[config.mk]
export PLATFORM = sky130hd
export DESIGN_NAME = i2c_reg_seq
export DESIGN_NICKNAME = d
export VERILOG_FILES = /design/src/rtl/i2c_reg_seq_pkg.sv /design/src/rtl/i2c_reg_seq_frame_gen.sv /design/src/rtl/i2c_reg_seq.sv
export SDC_FILE = /design/constraint.sdc
export NUM_CORES = 1
export LEC_CHECK = 0
export ABC_AREA = 1
export CAP_MARGIN = 0
export CORE_UTILIZATION = 45
export CTS_BUF_LIST = sky130_fd_sc_hd__clkbuf_4 sky130_fd_sc_hd__clkbuf_8 sky130_fd_sc_hd__clkbuf_16
export DETAILED_ROUTE_END_ITERATION = 16
export PLACE_DENSITY_LB_ADDON = 0.08
export SYNTH_ARGS = -nofsm -noshare
export SYNTH_HDL_FRONTEND = slang
export SYNTH_SLANG_ARGS = --single-unit
[constraint.sdc]
create_clock -name clk -period 1.7 [get_ports clk]
set_input_delay 0.34 -clock clk [delete_from_list [all_inputs] [get_ports clk]]
set_output_delay 0.34 -clock clk [all_outputs]
set_load 0.02 [all_outputs]
[src/rtl/i2c_reg_seq_pkg.sv]
// Shared definitions for the I2C register-sequence configurator.
//   CMD_*   : command bits presented to the byte-level I2C master on cmd.
//   state_e : one-hot sequencer state encoding.
package i2c_reg_seq_pkg;

    localparam logic [3:0] CMD_START = 4'd1;
    localparam logic [3:0] CMD_WRITE = 4'd2;
    localparam logic [3:0] CMD_READ  = 4'd4;
    localparam logic [3:0] CMD_STOP  = 4'd8;

    typedef enum logic [6:0] {
        ST_WAIT  = 7'b0000001,
        ST_IDLE  = 7'b0000010,
        ST_REQ   = 7'b0000100,
        ST_XFER  = 7'b0001000,
        ST_CHECK = 7'b0010000,
        ST_FIN   = 7'b0100000,
        ST_FAIL  = 7'b1000000
    } state_e;

endpackage

[src/rtl/i2c_reg_seq_frame_gen.sv]
// Combinational byte generator for one I2C frame of a table entry.
// Ports:
//   b_i        : byte index within the current frame
//   verify_i   : 0 = write frame, 1 = read-back (verify) frame
//   tbl_data_i : {reg_addr, reg_data} of the current entry
//   cmd_o      : command bits for byte b_i
//   dout_o     : byte to transmit (0 for the READ byte)
//   last_o     : byte b_i is the final byte of the frame
// Write frame : START|WRITE dev, WRITE addr bytes (MSB first), WRITE|STOP data.
// Verify frame: START|WRITE dev, WRITE addr bytes, START|WRITE dev|1, READ|STOP.
module i2c_reg_seq_frame_gen
    import i2c_reg_seq_pkg::*;
#(
    parameter logic [7:0]  DEV_ID   = 8'h72,
    parameter int unsigned AW_BYTES = 1
) (
    input  logic [2:0]              b_i,
    input  logic                    verify_i,
    input  logic [8*AW_BYTES+7:0]   tbl_data_i,
    output logic [3:0]              cmd_o,
    output logic [7:0]              dout_o,
    output logic                    last_o
);

    localparam logic [2:0] B_ADDR_LAST = 3'(AW_BYTES);
    localparam logic [2:0] B_DATA      = 3'(AW_BYTES + 1);
    localparam logic [2:0] B_READ      = 3'(AW_BYTES + 2);

    always_comb begin
        cmd_o  = '0;
        dout_o = '0;
        last_o = 1'b0;
        if (b_i == 3'd0) begin
            cmd_o  = CMD_START | CMD_WRITE;
            dout_o = DEV_ID;
        end else if (b_i <= B_ADDR_LAST) begin
            cmd_o = CMD_WRITE;
            // Byte 1 carries the most significant address byte.
            for (int unsigned i = 0; i < AW_BYTES; i++) begin
                if (b_i == 3'(i + 1)) begin
                    dout_o = tbl_data_i[8 + 8*(AW_BYTES-1-i) +: 8];
                end
            end
        end else if (b_i == B_DATA) begin
            if (verify_i) begin
                cmd_o  = CMD_START | CMD_WRITE;
                dout_o = DEV_ID | 8'h01;
            end else begin
                cmd_o  = CMD_WRITE | CMD_STOP;
                dout_o = tbl_data_i[7:0];
                last_o = 1'b1;
            end
        end else if (verify_i && (b_i == B_READ)) begin
            cmd_o  = CMD_READ | CMD_STOP;
            last_o = 1'b1;
        end
    end

endmodule

[src/rtl/i2c_reg_seq.sv]
// I2C register-sequence configurator: after a power-up delay, writes every
// entry of an external register table to one slave through the byte-level
// I2C master, optionally reading each register back, with per-entry retry.
// Ports:
//   clk, rst_n     : clock, asynchronous active-low reset
//   reinit_n       : restart request, honoured only in FIN/FAIL
//   tbl_addr       : index of the current table entry
//   tbl_data       : {reg_addr, reg_data} for tbl_addr (combinational ROM)
//   req/cmd/dout   : one-cycle byte request to the I2C master
//   din/done/ack_err : byte completion from the I2C master
//   config_done    : whole table written (and verified)
//   config_err     : an entry exhausted its retries
module i2c_reg_seq
    import i2c_reg_seq_pkg::*;
#(
    parameter logic [7:0]  DEV_ID    = 8'h72,
    parameter int unsigned AW_BYTES  = 1,
    parameter int unsigned DEPTH     = 31,
    parameter int unsigned DELAY     = 1000,
    parameter int unsigned VERIFY    = 0,
    parameter int unsigned MAX_RETRY = 3
) (
    input  logic                    clk,
    input  logic                    rst_n,
    input  logic                    reinit_n,
    output logic [9:0]              tbl_addr,
    input  logic [8*AW_BYTES+7:0]   tbl_data,
    output logic                    req,
    output logic [3:0]              cmd,
    output logic [7:0]              dout,
    input  logic [7:0]              din,
    input  logic                    done,
    input  logic                    ack_err,
    output logic                    config_done,
    output logic                    config_err
);

    localparam int unsigned DW = (DELAY > 1) ? $clog2(DELAY) : 1;

    state_e         state_q;
    logic [DW-1:0]  dly_q;
    logic [9:0]     idx_q;
    logic [2:0]     retry_q;
    logic [2:0]     b_q;
    logic           vphase_q;   // 1 while sending the read-back frame
    logic           nack_q;     // a NACK was seen during this attempt
    logic           abort_q;    // the in-flight byte is the STOP-only abort
    logic [7:0]     rdata_q;
    logic           req_q;
    logic [3:0]     cmd_q;
    logic [7:0]     dout_q;
    logic           done_q;
    logic           err_q;

    logic [3:0]     fg_cmd;
    logic [7:0]     fg_dout;
    logic           fg_last;
    logic           entry_ok;
    logic           is_read;

    i2c_reg_seq_frame_gen #(
        .DEV_ID   (DEV_ID),
        .AW_BYTES (AW_BYTES)
    ) u_frame_gen (
        .b_i        (b_q),
        .verify_i   (vphase_q),
        .tbl_data_i (tbl_data),
        .cmd_o      (fg_cmd),
        .dout_o     (fg_dout),
        .last_o     (fg_last)
    );

    assign is_read  = (fg_cmd & CMD_READ) != '0;
    assign entry_ok = !nack_q && ((VERIFY == 0) || (rdata_q == tbl_data[7:0]));

    always_ff @(posedge clk or negedge rst_n) begin
        if (!rst_n) begin
            state_q  <= ST_WAIT;
            dly_q    <= '0;
            idx_q    <= '0;
            retry_q  <= '0;
            b_q      <= '0;
            vphase_q <= 1'b0;
            nack_q   <= 1'b0;
            abort_q  <= 1'b0;
            rdata_q  <= '0;
            req_q    <= 1'b0;
            cmd_q    <= '0;
            dout_q   <= '0;
            done_q   <= 1'b0;
            err_q    <= 1'b0;
        end else begin
            // cmd/dout are only non-zero alongside req.
            req_q  <= 1'b0;
            cmd_q  <= '0;
            dout_q <= '0;
            unique case (state_q)
                ST_WAIT: begin
                    if (dly_q == DW'(DELAY - 1)) begin
                        state_q <= ST_IDLE;
                    end else begin
                        dly_q <= dly_q + DW'(1);
                    end
                end
                ST_IDLE: begin
                    idx_q    <= '0;
                    retry_q  <= '0;
                    b_q      <= '0;
                    vphase_q <= 1'b0;
                    nack_q   <= 1'b0;
                    abort_q  <= 1'b0;
                    state_q  <= ST_REQ;
                end
                ST_REQ: begin
                    req_q   <= 1'b1;
                    cmd_q   <= abort_q ? CMD_STOP : fg_cmd;
                    dout_q  <= abort_q ? 8'h00 : fg_dout;
                    state_q <= ST_XFER;
                end
                ST_XFER: begin
                    if (done) begin
                        if (abort_q) begin
                            state_q <= ST_CHECK;
                        end else if (ack_err && !is_read) begin
                            // Release the bus with a lone STOP before retrying.
                            nack_q  <= 1'b1;
                            abort_q <= 1'b1;
                            state_q <= ST_REQ;
                        end else begin
                            if (is_read) begin
                                rdata_q <= din;
                            end
                            if (!fg_last) begin
                                b_q     <= b_q + 3'd1;
                                state_q <= ST_REQ;
                            end else if ((VERIFY != 0) && !vphase_q) begin
                                vphase_q <= 1'b1;
                                b_q      <= '0;
                                state_q  <= ST_REQ;
                            end else begin
                                state_q <= ST_CHECK;
                            end
                        end
                    end
                end
                ST_CHECK: begin
                    b_q      <= '0;
                    vphase_q <= 1'b0;
                    nack_q   <= 1'b0;
                    abort_q  <= 1'b0;
                    if (entry_ok) begin
                        retry_q <= '0;
                        if (idx_q == 10'(DEPTH - 1)) begin
                            done_q  <= 1'b1;
                            state_q <= ST_FIN;
                        end else begin
                            idx_q   <= idx_q + 10'd1;
                            state_q <= ST_REQ;
                        end
                    end else if (retry_q == 3'(MAX_RETRY)) begin
                        err_q   <= 1'b1;
                        state_q <= ST_FAIL;
                    end else begin
                        retry_q <= retry_q + 3'd1;
                        state_q <= ST_REQ;
                    end
                end
                ST_FIN, ST_FAIL: begin
                    if (!reinit_n) begin
                        done_q  <= 1'b0;
                        err_q   <= 1'b0;
                        state_q <= ST_IDLE;
                    end
                end
                default: begin
                    state_q <= ST_WAIT;
                end
            endcase
        end
    end

    assign tbl_addr    = idx_q;
    assign req         = req_q;
    assign cmd         = cmd_q;
    assign dout        = dout_q;
    assign config_done = done_q;
    assign config_err  = err_q;

endmodule
==> results of run 1 <==
-- state kept, by name (all words and copies together), names as in the netlist --
register,flops
dly_q,10
config_err,1
tbl_addr,10
retry_q,3
dout,8
req,1
abort_q,1
b_q,3
config_done,1
nack_q,1
cmd,3
state_q,7
-- Yosys cell counts (2+ instances only) --
library cell / instances / area (um2)
a21oi_1: 5 / 25.02
a22oi_1: 4 / 30.03
a31oi_1: 4 / 25.02
buf_6: 2 / 22.52
dfrtp_1: 48 / 1201
ha_1: 9 / 112.6
inv_1: 40 / 150.1
inv_2: 2 / 7.510
nand2_1: 99 / 371.6
nand2_2: 6 / 37.54
nand3_1: 27 / 135.1
nand3b_1: 2 / 15.01
nand4_1: 7 / 43.79
nor2_1: 33 / 123.9
nor2_2: 6 / 37.54
nor2_4: 3 / 33.78
nor3_1: 11 / 55.05
o21ai_0: 9 / 45.04
o21ai_1: 8 / 40.04
or2_0: 2 / 12.51
xnor2_1: 3 / 26.28
xor2_1: 7 / 61.31
-- path summary, 6_finish.rpt --
kind                        startpoint     endpoint  slack (ps)  cells after the start
max reg2reg                 state_q[5]  tbl_addr[0]         160                      9
max                            dout[6]      dout[6]         110                      1
min in group clk           config_done  config_done         480                      2
max in group asynchronous        rst_n   state_q[0]        1410                      2
min                              rst_n   retry_q[2]          10                      2
min reg2reg                config_done  config_done         480                      2
-- stage by stage --
stage,utilization,area (um2)
2_1_floorplan,-,2704
3_3_place_gp,0.5866,3309
3_5_place_dp,0.5866,3309
4_1_cts,0.6063,3421
5_1_grt,0.6121,3453
6_report,0.6121,3453
-- kinds of logic (layout without fill, tap and decap cells) --
| kind of cell | after synthesis | count (layout) | synth area share |
|---|---|---|---|
| compound gates | 32 | 32 | 0.06663 |
| fa+ha+maj | 9 | 9 | 0.04165 |
| buf+inv | 46 | 107 | 0.07126 |
| flops | 49 | 49 | 0.4540 |
| xor+xnor | 10 | 10 | 0.03239 |
| other cells | 1 | 1 | 0.001387 |
| simple gates | 198 | 198 | 0.3327 |
-- where the power goes --
part | total (mW) | leakage, nW | internal [mW] | switching [mW]
clock network | 0.883 | 0.0619 | 0.496 | 0.387
logic | 0.0809 | 0.928 | 0.0449 | 0.0359
registers | 1.16 | 0.661 | 1.16 | 0.000000000103
total | 2.13 | 1.65 | 1.71 | 0.422
-- final cells by class --
| type | instances | area share |
|---|---|---|
| multi-input cells | 250 | 0.3768 |
| inverters | 42 | 0.04565 |
| flip-flops and latches | 49 | 0.3554 |
| repair buffers | 57 | 0.1612 |
| clock inverters | 1 | 0.008696 |
| well taps | 72 | 0.02609 |
| clock buffers | 7 | 0.02609 |
-- routing by layer --
metal	vias up	global-route usage
li1	1221	-
met1	1081	0.2589
met2	34	0.3265
met3	5	0.03086
met4	0	0.07091
met5	-	0
-- what timing repair did --
action,in CTS,in global routing
resized for setup,7,7
gates cloned,0,0
buffers inserted,0,1
pin swaps,0,1
endpoints found under the setup margin,7,11
==> flow_metrics.tcl, run 1 <==
set metrics [dict create \
    fin_ws_ps 109.1 \
    antenna_found_initial 0 \
    core_area_mm2 0.005642 \
    multi_input_area_mm2 0.001301 \
    syn-num-nets 383 \
    place_hpwl_mm 4.076 \
    crit_chain "clkdlybuf4s50_1" \
    ir_worst_vdd_mv 0.3757 \
    arrival_ps 1250 \
    synth.distinct_cells 30 \
    finalPower_mw 2.128 \
    setup_viol 0 \
    cap_violations 0 \
    hold_viol_final 0 \
    viasPerCell 4.897 \
    gp_congestion 0.8023 \
    dr_wl_met2_mm 2.665 \
    slowest_delay_ps 600 \
    drt_wl_total_mm 5.629 \
    ys_warn_count 0 \
    cts.clk_slew.worst_paths_ps 90 \
    drive_gt1_frac 0.1108 \
    power_density_mw_per_mm2 616.2 \
    fin_worst_skew_ps 8.169 \
    fmaxAchievable_ghz 0.6286 \
    crit_slowest_cell "clkdlybuf4s50_1" \
    start_kind "flop" \
    instances_no_fill 478 \
    fillCellCount 487 \
    tns_ps 0 \
    p_leak_nw 1.651 \
    track_usage 0.1971 \
    worstPathMaxFanout 1 \
    num_vias 2341 \
    ys.flop_type "dfrtp_1" \
    first_pass_iters 4 \
    ant_nets 0 \
    cts_num_sinks 49 \
    hold_ws_ps 12.95 \
    grt_start_max_net_pins 50 \
    hp-class "in2async" \
    grt_pass1_vias 2280 \
    start_util 0.4793 \
    highest_layer "met4" \
    die_h_um 79.52 \
    critPathRequiredTime_ps 1360 \
    dp.cells 469 \
    die_area_mm2 0.006323 \
    io_buffers 44 \
    hold_buffers 0 \
    period_minus_slack_ps 1591 \
    syn_inst 345 \
    numCtsBuffers 5 \
    layout_commonest_cell "nand2_1" \
    crit_family "buffers and inverters" \
    clock_latency_ps 300 \
    ys_seq_elements 49 \
    grt_pass1_wl_mm 9.818 \
    die_w_um 79.52 \
    register_area_mm2 0.001227 \
    io_pins 54 \
    routedWlPerCell_um 11.78 \
    cp-end-kind "output pin" \
    area_growth_pct 27.72 \
    async_flop_share 1.000 \
    place_ws_ps 124.3 \
    drc 0 \
    htree_levels 2 \
    diodes 0 \
    cts_tree "built" \
    rsz0062_at_grt "false" \
    finalNetCount 443 \
    wl_met1_mm 2.727 \
    synth_edf_count 0 \
    slew_viol_final 0 \
    drtIter0Drc 144 \
    rows 27 \
    worst-setup-path-type "reg2out" \
    clockRootBuffer "clkbuf_8" \
    seq_area_frac_synth 0.4540 \
    syn_area_mm2 0.002704 \
    grt.overflow.total 0 \
    final_cell_mix "99 x nand2_1, 48 x dfrtp_1, 40 x inv_1" \
    wl_met3_um 180 \
    syn_avg_cell_area_um2 7.837 \
    fin_crit_sh 0.9358 \
    clockBufferDepth 2 \
    run_status "complete, no violations" \
    cp_num_buf_inv 1 \
]
No activity file was read; power rests on OpenSTA's default activity.
==> run 2, diff against run 1 <==
clock period = 1.4 ns   (was 1.7 ns; I/O delays follow)
==> run 2 against run 1 <==
The flow now finishes with violations (negative setup slack). Total power is 12% higher. Global-route usage is 3.4 points higher. Register-to-register slack worse by 350 ps. Die area stayed put. Critical path depth is 8 higher. Sequential cell count stayed put. Design area is 22% higher. Clock-buffer cell count is 2 lower. Clock power is 4.2% lower. Sequential power is 22% higher. Worst hold slack better by 400 ps. Critical path type is now reg2reg. Critical endpoint is now tbl_addr[9]. Highest routed layer unchanged.
==> flow_metrics.tcl, run 2 (synthesis gave the netlist of run 1 again) <==
set metrics [dict create \
    run_status "complete, but fails checks" \
    violations "negative setup slack" \
    die_h_um 79.52 \
    cts_num_sinks 49 \
    grt.overflow.total 0 \
    finalNetCount 504 \
    p_switching_mw 0.5511 \
    p_leak_nw 2.012 \
    cp-end-kind "flop" \
    clockPowerShare 0.356 \
    p_comb_frac 0.048 \
    power_density_mw_per_mm2 563.3 \
    clockBufferDepth 2 \
    antenna_found_initial 0 \
    num_vias 2614 \
    diodes 0 \
    numCtsBuffers 5 \
    r2r_slack_ps -190 \
    swShare 0.2320 \
    clock_latency_ps 310 \
    track_usage 0.2308 \
    drtIter0Drc 80 \
    grt_pass1_vias 2657 \
    crit_family "flip-flops" \
    hold_viol_final 0 \
    worst-setup-path-type "reg2reg" \
    p_int_mw 1.824 \
    start_util 0.4793 \
    setup_viol 30 \
    layout_commonest_cell "nand2_1" \
    cp_num_buf_inv 2 \
    rr_startpoint "state_q[0]" \
    critPathRequiredTime_ps 1600 \
    area_growth_pct 55.95 \
    grt_start_max_net_pins 24 \
    worstPathMaxFanout 8 \
    drt_wl_total_mm 6.864 \
    cap_violations 0 \
    slowest_delay_ps 590 \
    io_buffers 44 \
    hp-class "in2async" \
    fin_ws_ps -189.7 \
    place_ws_ps -215.2 \
    fin_worst_skew_ps 7.566 \
    first_pass_iters 4 \
    hold_ws_ps 413.7 \
    start_kind "flop" \
    critPathMostFrequentCell "nand2_2" \
    rows 27 \
    drc 0 \
    fmaxAchievable_ghz 0.6290 \
    clockRootBuffer "clkbuf_8" \
    io_pins 54 \
    r2r_cells 9 \
    die_w_um 79.52 \
    drive_gt1_frac 0.3662 \
    viasPerCell 4.850 \
    gp_congestion 0.8497 \
    die_area_mm2 0.006323 \
    worstSetupStartpoint "state_q[0]" \
    core_area_mm2 0.005642 \
    slew_viol_final 0 \
    pwr-share-seq 0.595 \
    routedWlPerCell_um 12.73 \
    period_minus_slack_ps 1590 \
    rsz0062_at_grt "true" \
    crit_slowest_cell "dfstp_2" \
    htree_levels 2 \
    cts_tree "built" \
    place_hpwl_mm 4.726 \
    final_cell_mix "80 x nand2_1, 56 x buf_4, 45 x dfrtp_1" \
    cts.clk_slew.worst_paths_ps 90 \
    r2r_end "tbl_addr[9]" \
    ir_worst_vdd_mv 0.4119 \
    ant_nets 0 \
    grt_pass1_wl_mm 11.43 \
    arrival_ps 1790 \
    crit_chain "nor2_2, nand2_2, nor2_4, buf_4, nand2_2, nand3_4, buf_12, nand2_4, o21ai_2" \
    fin_crit_sh 1.136 \
]
==> run 2: per-layer routing <==
| layer | vias up | global-route usage | part of all wire |
|---|---|---|---|
| met3 | 9 | 0.04114 | 0.025 |
| met2 | 34 | 0.4017 | 0.51 |
| li1 | 1350 | - | - |
| met1 | 1221 | 0.2835 | 0.45 |
| met5 | - | 0 | 0 |
| met4 | 0 | 0.08364 | 0.013 |
==> run 2: stage by stage <==
step | instance area, um2 | setup TNS (ps) | utilization | std cells | power, mW
after floorplan | 2725 | -923.6 | - | 345 | 1.452
after global placement | 3672 | -2263 | 0.6509 | 512 | 1.550
after detailed placement | 3672 | -3898 | 0.6509 | 512 | 1.552
after CTS | 3963 | -2331 | 0.7024 | 531 | 2.405
after global routing | 4217 | -7405 | 0.7474 | 539 | 2.470
final | 4217 | -3227 | 0.7474 | 539 | 2.375
==> run 2: repair_timing <==
| action | in CTS | in global routing |
|---|---|---|
| pin swaps | 14 | 22 |
| endpoints found under the setup margin | 68 | 52 |
| gates resized for setup | 79 | 62 |
| buffers inserted | 9 | 8 |
| hold endpoints to repair | 11 | 0 |
| hold buffers | 1 | 0 |
| cloned | 1 | 0 |
==> run 2: worst max path at each step <==
stage / cells past startpoint / end
global route: 9 / tbl_addr[0]
finish: 9 / tbl_addr[9]
floorplan: 10 / tbl_addr[0]
global placement: 11 / tbl_addr[5]
detailed placement: 11 / tbl_addr[5]
CTS: 11 / tbl_addr[7]
==> run 2: power by group through the flow <==
stage / sequential (mW) / combinational, mW / clock (mW)
5_1_grt: 1.41 / 0.125 / 0.930
4_1_cts: 1.41 / 0.113 / 0.878
3_5_place_dp: 1.44 / 0.110 / 0
3_3_place_gp: 1.44 / 0.108 / 0
2_1_floorplan: 1.44 / 0.00928 / 0
6_report: 1.41 / 0.115 / 0.846
==> run 2: cell type report <==
type / count / area, um2
multi-input combinational: 250 / 1594
fill: 427 / 1425
inverter: 42 / 167.7
timing repair buffer: 117 / 1039
sequential: 49 / 1231
clock buffer: 5 / 68.82
timing repair inverter: 1 / 8.758
tap: 72 / 90.09
clock inverter: 3 / 17.52
==> run 2: worst register-to-register path, stage by stage, from the launching register on <==
cell     delay [ps]
dfstp_2         590
nor2_2           60
nand2_2          90
nor2_4           70
buf_4           140
nand2_2          80
nand3_4         160
buf_12          200
nand2_4          50
o21ai_2          50
==> run 3, diff against run 2 <==
CORE_UTILIZATION = 40   (was 45)
==> run 3 against run 2 <==
Largest cell class unchanged. The flow still finishes with violations (negative setup slack). Worst setup slack improved by 35 ps. Critical path type unchanged. Clock-buffer cell count rose by 2. Sequential cell count did not move. Die area rose by 12%. Register-to-register slack improved by 40 ps. Utilization fell by 10 points. Sequential share of layout area rose by 0.64 points. Critical path depth did not move. Non-clock buffer count fell by 5. Sequential power barely moved. Critical endpoint is now tbl_addr[3]. Combinational power barely moved.
==> flow_metrics.tcl, run 3 (synthesis gave the netlist of run 1 again) <==
set metrics [dict create \
    run_status "complete, but fails checks" \
    violations "negative setup slack" \
    grt_start_max_net_pins 17 \
    cp-end-kind "flop" \
    cts_num_sinks 49 \
    routedWlPerCell_um 12.22 \
    cap_violations 0 \
    final_cell_mix "82 x nand2_1, 58 x buf_4, 44 x dfrtp_1" \
    slowest_delay_ps 420 \
    layout_commonest_cell "nand2_1" \
    fin_ws_ps -154.5 \
    io_buffers 44 \
    place_ws_ps -143.1 \
    tns_ps -1591 \
    arrival_ps 1740 \
    p_switching_mw 0.5259 \
    dp.cells 518 \
    clock_latency_ps 300 \
    worst-setup-path-type "reg2reg" \
    die_w_um 84.22 \
    num_vias 2624 \
    antenna_found_initial 0 \
    hp-class "in2async" \
    area_growth_pct 52.75 \
    power_density_mw_per_mm2 630.5 \
    crit_slowest_cell "dfrtp_1" \
    fin_crit_sh 1.110 \
    pwr-share-seq 0.543 \
    drc 0 \
    htree_levels 2 \
    drtIter0Drc 74 \
    diodes 0 \
    gp_congestion 0.8129 \
    fmaxAchievable_ghz 0.6433 \
    track_usage 0.1920 \
    cts_tree "built" \
    die_area_mm2 0.007092 \
    cts.clk_slew.worst_paths_ps 90 \
    p_comb_frac 0.043 \
    viasPerCell 4.877 \
    clockBufferDepth 2 \
    slew_viol_final 0 \
    rows 29 \
    io_pins 54 \
    first_pass_iters 4 \
    critPathRequiredTime_ps 1580 \
    instances_no_fill 538 \
    die_h_um 84.22 \
    drive_gt1_frac 0.3471 \
    p_leak_nw 1.952 \
    crit_chain "nor2_4, nand2_2, nor2_4, nor2_2, inv_2, nand3_4, buf_12, nand2_4, o21ai_2" \
    fin_worst_skew_ps 14.61 \
    drt_wl_total_mm 6.573 \
    start_kind "flop" \
    p_int_mw 2.078 \
    start_util 0.4210 \
    setup_viol 22 \
    finalNetCount 498 \
    clockRootBuffer "clkbuf_8" \
    stdcell_area_mm2 0.004130 \
    period_minus_slack_ps 1554 \
    ir_worst_vdd_mv 0.3177 \
    critPathMostFrequentCell "nor2_4" \
    place_hpwl_mm 4.783 \
    swShare 0.2019 \
    grt_pass1_wl_mm 10.97 \
    rsz0062_at_grt "true" \
    clockPowerShare 0.414 \
    worstPathMaxFanout 8 \
    hold_viol_final 0 \
    placed_cell_area_mm2 0.003661 \
    numCtsBuffers 5 \
    ant_nets 0 \
    grt.overflow.total 0 \
    core_area_mm2 0.006422 \
    grt_pass1_vias 2509 \
]
## run 3: cell types whose count changed in the layout (fill, tap and decap cells not counted), sizes merged
cell / previous run / this run
buf: 75 / 70
clkinv: 2 / 0
inv: 43 / 41
bufinv: 0 / 1
clkbuf: 7 / 9
## run 3: cell type report
class	count	area [um2]
clock inverters	1	30.03
repair buffers	112	957.2
multi-input cells	250	1555
well taps	77	96.34
inverters	42	168.9
fillers	562	2292
clock buffers	7	90.09
flip-flops and latches	49	1232
## run 3: power groups by stage
| stage | combinational, mW | sequential (mW) | clock (mW) |
|---|---|---|---|
| after CTS | 0.112 | 1.41 | 1.10 |
| final | 0.112 | 1.41 | 1.08 |
| after global placement | 0.107 | 1.44 | 0 |
| after global routing | 0.126 | 1.41 | 1.15 |
| after floorplan | 0.00928 | 1.44 | 0 |
| after detailed placement | 0.109 | 1.44 | 0 |
## run 3: what timing repair did
action	CTS	global route
buffers inserted	6	5
hold buffers	1	0
setup endpoints to repair	59	50
resized for setup	78	43
pin swaps	21	18
hold endpoints to repair	12	0
## run 3: worst paths after layout
path | startpoint | end | slack [ps] | depth (start not counted)
setup / recovery | state_q[5] | tbl_addr[3] | -150 | 9
hold / removal | rst_n | state_q[5] | 440 | 2
setup reg to reg | state_q[5] | tbl_addr[3] | -150 | 9
hold reg to reg | config_err | config_err | 480 | 2
max in group asynchronous | rst_n | tbl_addr[5] | 430 | 3
min in group clk | config_err | config_err | 480 | 2
## run 3: worst max-delay path: cells and delay by family, from the launching register on
| kind | cells | cell delay [ps] |
|---|---|---|
| buffers and inverters | 2 | 260 |
| AO/OA/AOI/OAI | 1 | 50 |
| flip-flops | 1 | 420 |
| AND/OR/NAND/NOR | 6 | 700 |
## run 3: metal layers
metal  part of all wire  track usage  up-vias  wire (um)
li1                   -            -     1339          -
met1               0.47       0.2495     1245       3088
met2               0.49       0.3316       31       3253
met3              0.022      0.03343        9        146
met4              0.013      0.05172        0         85
met5                  0            0        -          0
## run 3: metrics by stage
stage          power, mW    util  hold slack, ps
4_1_cts            2.630  0.6148           441.2
2_1_floorplan      1.452       -          -15.59
5_1_grt            2.691  0.6431           463.2
3_5_place_dp       1.551  0.5700           234.5
6_report           2.604  0.6431           435.9
3_3_place_gp       1.549  0.5700           240.8
